### src/rtl/rx_control.sv
// rx_control: receive-side frame buffer between the MAC receiver and the bridge core.
// Buffers one whole frame, rejects runt/oversize/errored frames and replays good
// frames over a valid/ready byte handshake with a last-byte marker and length.
// Optional feature macro: RX_STATS_EN adds good_cnt_o / drop_cnt_o frame counters.
module rx_control #(
  parameter int MIN_LEN = 64,
  parameter int MAX_LEN = 256,
  parameter int ADDR_W  = 8
) (
  input  logic        clk,
  input  logic        rst,
  input  logic [7:0]  rx_mac_data,
  input  logic        rx_mac_valid,
  input  logic        rx_mac_last,
  input  logic        rx_mac_err,
  output logic [7:0]  rx_data_o,
  output logic        rx_data_valid_o,
  output logic        rx_last_o,
  input  logic        rx_ready_i,
  output logic [15:0] frm_len_o,
`ifdef RX_STATS_EN
  output logic [15:0] good_cnt_o,
  output logic [15:0] drop_cnt_o,
`endif
  output logic        rx_busy_o
);

  typedef enum logic [1:0] {IDLE, RECV, DROP, DRAIN} state_t;

  localparam logic [15:0] MIN_LEN16 = 16'(MIN_LEN);
  localparam logic [15:0] MAX_LEN16 = 16'(MAX_LEN);

  state_t              state_q, state_d;
  logic [7:0]          mem [MAX_LEN];
  logic [15:0]         wcnt_q, wcnt_d;
  logic [15:0]         rptr_q;
  logic [15:0]         rptr_nxt;
  logic [15:0]         rx_len;
  logic                skip_q, skip_d;
  logic                mem_we;
  logic [ADDR_W-1:0]   mem_waddr;
  logic                len_load;
  logic                good_evt;
  logic                drop_evt;

  // Length of the frame if the current MAC byte is its last one.
  assign rx_len   = wcnt_q + 16'd1;
  assign rptr_nxt = rptr_q + 16'd1;
  assign rx_busy_o = (state_q == DRAIN);

  // State register.
  always_ff @(posedge clk or posedge rst) begin
    // NOTE: sequential state uses <= so every flop samples pre-edge values; = is only for always_comb.
    if (rst) state_q <= IDLE;
    else     state_q <= state_d;
  end

  // Next-state logic, buffer write strobes and frame accept/drop decisions.
  always_comb begin
    // NOTE: every signal gets a default here so no branch leaves it unassigned (no inferred latch).
    state_d   = state_q;
    wcnt_d    = wcnt_q;
    skip_d    = skip_q;
    mem_we    = 1'b0;
    mem_waddr = '0;
    len_load  = 1'b0;
    good_evt  = 1'b0;
    drop_evt  = 1'b0;
    case (state_q)
      IDLE: begin
        if (rx_mac_valid) begin
          if (skip_q) begin
            // Tail of a frame that started while the buffer was busy.
            if (rx_mac_last) begin
              skip_d   = 1'b0;
              drop_evt = 1'b1;
            end
          end else if (rx_mac_last) begin
            // One-byte frame: runt.
            drop_evt = 1'b1;
          end else begin
            mem_we    = 1'b1;
            mem_waddr = '0;
            wcnt_d    = 16'd1;
            state_d   = RECV;
          end
        end
      end
      RECV: begin
        if (rx_mac_valid) begin
          if (wcnt_q >= MAX_LEN16) begin
            // Buffer already full: oversize, nothing more is written.
            drop_evt = 1'b1;
            state_d  = rx_mac_last ? IDLE : DROP;
          end else begin
            mem_we    = 1'b1;
            mem_waddr = wcnt_q[ADDR_W-1:0];
            wcnt_d    = wcnt_q + 16'd1;
            if (rx_mac_last) begin
              if (rx_mac_err || (rx_len < MIN_LEN16)) begin
                drop_evt = 1'b1;
                state_d  = IDLE;
              end else begin
                len_load = 1'b1;
                good_evt = 1'b1;
                state_d  = DRAIN;
              end
            end
          end
        end
      end
      DROP: begin
        if (rx_mac_valid && rx_mac_last) state_d = IDLE;
      end
      DRAIN: begin
        if (rx_data_valid_o && rx_ready_i && rx_last_o) state_d = IDLE;
        // Any MAC byte while the buffer is occupied is an overrun of the new frame.
        if (rx_mac_valid) begin
          if (rx_mac_last) begin
            skip_d   = 1'b0;
            drop_evt = 1'b1;
          end else begin
            skip_d = 1'b1;
          end
        end
      end
      default: state_d = IDLE;
    endcase
  end

  // Frame buffer write port.
  always_ff @(posedge clk) begin
    // NOTE: the buffer has no reset; its contents are only read after being written by a frame.
    if (mem_we) mem[mem_waddr] <= rx_mac_data;
  end

  // Write counter, skip flag, length latch and replay output registers.
  always_ff @(posedge clk or posedge rst) begin
    if (rst) begin
      wcnt_q          <= '0;
      skip_q          <= 1'b0;
      rptr_q          <= '0;
      frm_len_o       <= '0;
      rx_data_o       <= 8'h00;
      rx_data_valid_o <= 1'b0;
      rx_last_o       <= 1'b0;
    end else begin
      wcnt_q <= wcnt_d;
      skip_q <= skip_d;
      if (len_load) begin
        frm_len_o <= rx_len;
        rptr_q    <= '0;
      end else if (state_q == DRAIN) begin
        if (!rx_data_valid_o) begin
          // First cycle in DRAIN: present byte 0.
          rx_data_valid_o <= 1'b1;
          rx_data_o       <= mem[rptr_q[ADDR_W-1:0]];
          rx_last_o       <= (rptr_q == frm_len_o - 16'd1);
        end else if (rx_ready_i) begin
          if (rx_last_o) begin
            rx_data_valid_o <= 1'b0;
            rx_last_o       <= 1'b0;
          end else begin
            rptr_q    <= rptr_nxt;
            rx_data_o <= mem[rptr_nxt[ADDR_W-1:0]];
            rx_last_o <= (rptr_nxt == frm_len_o - 16'd1);
          end
        end
      end
    end
  end

`ifdef RX_STATS_EN
  // Good and dropped frame counters, wrapping at 16 bits.
  always_ff @(posedge clk or posedge rst) begin
    if (rst) begin
      good_cnt_o <= '0;
      drop_cnt_o <= '0;
    end else begin
      if (good_evt) good_cnt_o <= good_cnt_o + 16'd1;
      if (drop_evt) drop_cnt_o <= drop_cnt_o + 16'd1;
    end
  end
`endif

endmodule

### config.mk
export PLATFORM = sky130hd
export DESIGN_NAME = rx_control
export DESIGN_NICKNAME = d
export VERILOG_FILES = /design/src/rtl/rx_control.sv
export SDC_FILE = /design/constraint.sdc
export NUM_CORES = 2
export LEC_CHECK = 0
export ABC_AREA = 0
export CAP_MARGIN = 20
export CELL_PAD_IN_SITES_DETAIL_PLACEMENT = 0
export CELL_PAD_IN_SITES_GLOBAL_PLACEMENT = 2
export CORE_MARGIN = 1
export CORE_UTILIZATION = 36
export DETAILED_ROUTE_END_ITERATION = 6
export PLACE_DENSITY_LB_ADDON = 0.25
export SLEW_MARGIN = 20
export SYNTH_ARGS = -nofsm -noshare
export SYNTH_HDL_FRONTEND = slang
export SYNTH_SLANG_ARGS = --single-unit
### constraint.sdc
create_clock -name clk -period 3.7 [get_ports clk]
set_input_delay 0.37 -clock clk [delete_from_list [all_inputs] [get_ports clk]]
set_output_delay 0.37 -clock clk [all_outputs]
set_load 0.02 [all_outputs]
==> results.md <==
Outcome:
- The run finished, with violations left.
- The checks that failed: negative setup slack.

Clock tree:
- The CTS sink count is ~2100.
- The post-CTS clock slew at the launch and capture registers of the worst setup and hold paths is roughly 0.060 ns.
- Counting along the longest clock path gives a buffer depth of 4.
- The worst-skew pair later-pin latency is between 0.9 and 1 ns.
- The H-tree was split into 4 levels.
- In this run, CTS created clock tree buffers numbering 235.
- The tree is rooted in a clkbuf_16.
- The CTS tree is yes.

STA:
- Static timing analysis puts the maximum clock frequency at 267 MHz.
- For the pin with the worst max-slew slack, the measured transition is approximately 1.2 ns.
- Across the routed clock network, the largest skew measured is around 0.062 ns.
- The final-report max-slew violation count is 0.
- The number of failing hold endpoints at the final stage was 0.
- Measured against its own limit, the worst slew margin works out to between 20% and 30%.
- Setup violations remaining at the end of the flow were counted as 1.
- Once routing completed, OpenROAD measured the worst setup slack at -0.0405 ns.
- The worst path uses 101% of the clock period.
- The final period demand of the worst path is between 3 and 4 ns.
- Setup repair after global routing could not meet its margin everywhere.

Synthesis:
- The top cell type by area accounts for approximately 62% of the synthesized area.
- After synthesis the cells add up to approximately 100000 sq um.
- After synthesis, the share of flip-flops with an asynchronous set or reset is around 2.9%.
- The post-synthesis net count is roughly 5300.
- The cell type with the highest aggregate area in the netlist is edfxtp_1.
- The number of register bits inferred by synthesis is 2109.
- The count of synthesis-stage warnings from yosys is 0.
- The share of the Yosys chip area taken by registers is 63.3%.
- Synthesis produced between 5000 and 6000 cells.
- The synthesized netlist contains between 70 and 80 unique library cells.
- The average instance in the mapped netlist occupies between 15 and 20 sq um.
- After synthesis, the cell types taking the most area are edfxtp_1 62%, mux4_2 25%, mux2i_1 2.1%.
- The number of enable-type register cells in the synthesized netlist is just over 2000.
- The leading register cell type out of synthesis is edfxtp_1.

Floorplan:
- The floorplan has roughly 190 rows.
- Pin placement for this block handled slightly above 40 I/O pins.
- The starting density of the core is 36.3%.
- The die boundary width is around 530 um.
- The die covers between 200000 and 300000 sq um.
- The area of the core region is 274000 sq um.
- The die is 528 um tall.

Worst setup path:
- The worst setup path is of the reg2reg kind.
- The worst setup path is launched from a flop.
- Walking the worst path, the cells encountered are nand3_1 > xnor2_2 > buf_4 > nand4_1 > a41o_1 > a311oi_2 > a211oi_1.
- The critical-path cell with the highest stage delay is dfrtp_4.
- The combined buffer and inverter count along the critical path is 1.
- In this design, the largest share of critical-path delay is due to compound AO/OA/AOI/OAI gates.
- The largest single stage delay on the critical path is around 0.71 ns.
- Along the worst path, the maximum fanout reaches 13.
- The worst setup path is captured at a flop.
- Data on the critical path arrives at its endpoint at between 4 and 5 ns.
- For the worst setup path, the data required time is around 4.5 ns.

Global routing:
- The number of antenna violations at the first check in global routing is 17.
- The number of global-route vias before repair was a little under 60000.
- Global routing consumed, over all layers together, between 20% and 30% of the routing resources.
- The maximum number of pins on one net before global-route repair is 112.
- The total overflow reported by the global router is 0.
- The first global-routing pass estimated between 400 and 500 mm of wire.

Cells and area:
- In the final layout, the multi-input gates occupy ~35000 sq um.
- The post-route standard cell area excluding fillers is 117000 sq um.
- From synthesis to final layout, the design area changed by 18.0%.
- The top cell types in the final layout, fill and taps aside, are 2048 x edfxtp_1, 1098 x mux4_2, 602 x buf_4.
- In the final layout, flip-flops and latches occupy 63000 sq um.
- The number of fill cells in the layout is 24013.
- The share of cells above drive strength 1 is 37.4%.
- The most frequent standard cell in the layout excluding fill and tap cells is edfxtp_1.
- At the end of the flow, the number of nets in the layout was 5841.

Place:
- Timing analysis after detailed placement gives a worst setup slack of -0.460 ns.
- The global placer's final weighted congestion is around 0.9.
- The post-detailed-placement cell area is 109000 sq um.
- The post-DP HPWL is roughly 230 mm.
- The count of input and output buffers is 40.

Route:
- The DRC violation total after the first TritonRoute iteration is around 7700.
- The count of vias placed by the detailed router is between 50000 and 60000.
- The routed wire length is about 350 mm.
- For this run, design rule violations remaining after detail routing come to 0.
- The first TritonRoute pass finished after 6 iterations.
- The number of vias per cell is 6.08.
- Dividing the detail-routed wire length by the instance count gives about 36 um.
- The final antenna-violating net count is 0.

Worst hold path:
- The type of the worst min-delay path is in2reg.

Power and ir drop:
- Summed over all cells, the static leakage comes to ~37 nW.
- The overall power is 86.5 mW.
- The worst-case IR drop observed on VDD is 0.536 mV.
- Power spread over the standard cell area amounts to between 700 and 800 nW/um^2.

Flow run:
- The tool flagged a number of max-cap violations equal to 0.
-- routing by layer --
metal	part of all wire, %	global-route usage (%)	wire length (um)	vias to the layer above
met5	0.0037	0	13	-
met4	3.4	7.80	11900	2
met3	8.1	4.36	28200	505
met2	47	38.8	162000	2836
met1	42	35.1	145000	32091
li1	-	-	-	23461
-- final cells by class --
cell class | count | area share [%]
clock inverter | 133 | 1.42
multi-input combinational | 2715 | 29.7
antenna | 8 | 0.0170
timing repair buffer | 745 | 6.04
tap | 3686 | 3.93
clock buffer | 279 | 5.17
inverter | 17 | 0.0543
sequential | 2109 | 53.7
-- path summary, 6_finish.rpt --
path | from | endpoint | slack, ns | cells past startpoint
max | rptr_q[3] | rx_data_o[4] | -0.04 | 7
min | rx_mac_data[0] | mem[170][0] | 0.06 | 1
max reg2reg | rptr_q[3] | rx_data_o[4] | -0.04 | 7
min reg2reg | wcnt_q[12] | wcnt_q[12] | 0.53 | 1
max in group asynchronous | rst | rptr_q[1] | 2.80 | 3
min in group asynchronous | rst | frm_len_o[11] | 0.09 | 3
-- registers in the layout, summed over array words and instances (netlist names), 2 cells and up --
name / count
wcnt_q: 16
rx_data_o: 8
state_q: 2
frm_len_o: 16
mem: 2048
rptr_q: 16
-- per-stage QoR --
step	std cells	setup TNS, ns	util, %	hold slack (ns)
3_3_place_gp	9244	-1.05	39.8	0.525
4_1_cts	9681	0	42.8	0.0204
2_1_floorplan	5255	0	-	0.469
3_5_place_dp	9244	-1.09	39.8	0.522
6_report	9692	-0.0405	42.8	0.0558
5_1_grt	9686	-0.0653	42.8	0.0399
-- power by group --
group	internal [mW]	leakage [nW]	switching, mW
Clock	14.2	3.78	9.81
Combinational	18.0	14.2	17.9
Sequential	26.4	19.2	0.303
Total	58.5	37.2	28.0
-- cell families (layout without fill, tap and decap cells) --
group                    after synthesis  after routing  share of synthesized area, %
AO/OA/AOI/OAI                        420            420                          2.95
XOR/XNOR                              70             70                         0.623
adder cells (fa/ha/maj)                4              4                        0.0503
buffers and inverters                431           1174                          1.90
flip-flops                          2109           2109                          63.3
multiplexers                        1333           1333                          27.2
other                                  0              8                             0
AND/OR/NAND/NOR                      888            888                          3.95
-- synth_stat cells, types with 5 or more instances --
library cell / count
edfxtp_1: 2048
mux4_2: 1098
nor2_1: 368
nand2_1: 250
mux2i_1: 208
buf_2: 180
clkbuf_1: 157
a22oi_1: 90
nand3_1: 90
a21oi_1: 77
o21ai_0: 65
buf_1: 64
dfrtp_1: 61
xnor2_1: 49
nor2b_1: 36
nand4_1: 32
mux2_2: 27
nor3_1: 24
a221oi_1: 23
xor2_1: 20
a211oi_1: 17
o22ai_1: 17
inv_1: 15
nand2b_1: 15
nor4_1: 13
o211ai_1: 13
or3_1: 13
a31oi_1: 12
a32oi_1: 10
buf_4: 10
a22o_1: 9
and3_1: 9
o2111ai_1: 9
o221ai_1: 7
a21o_1: 6
and2_1: 6
o21ai_1: 6
or2_2: 6
nor3b_1: 5
o311ai_0: 5
or4_1: 5
-- timing repair --
| action | in CTS | in global routing |
|---|---|---|
| gates cloned | 3 | 2 |
| pin swaps | 5 | 2 |
| setup buffers | 22 | 0 |
| resized for setup | 14 | 8 |
| setup endpoints to repair | 4 | 10 |
| hold buffers | 1 | 0 |
| endpoints found under the hold margin | 36 | 0 |
Note: power is estimated with default switching activity, not from simulation.
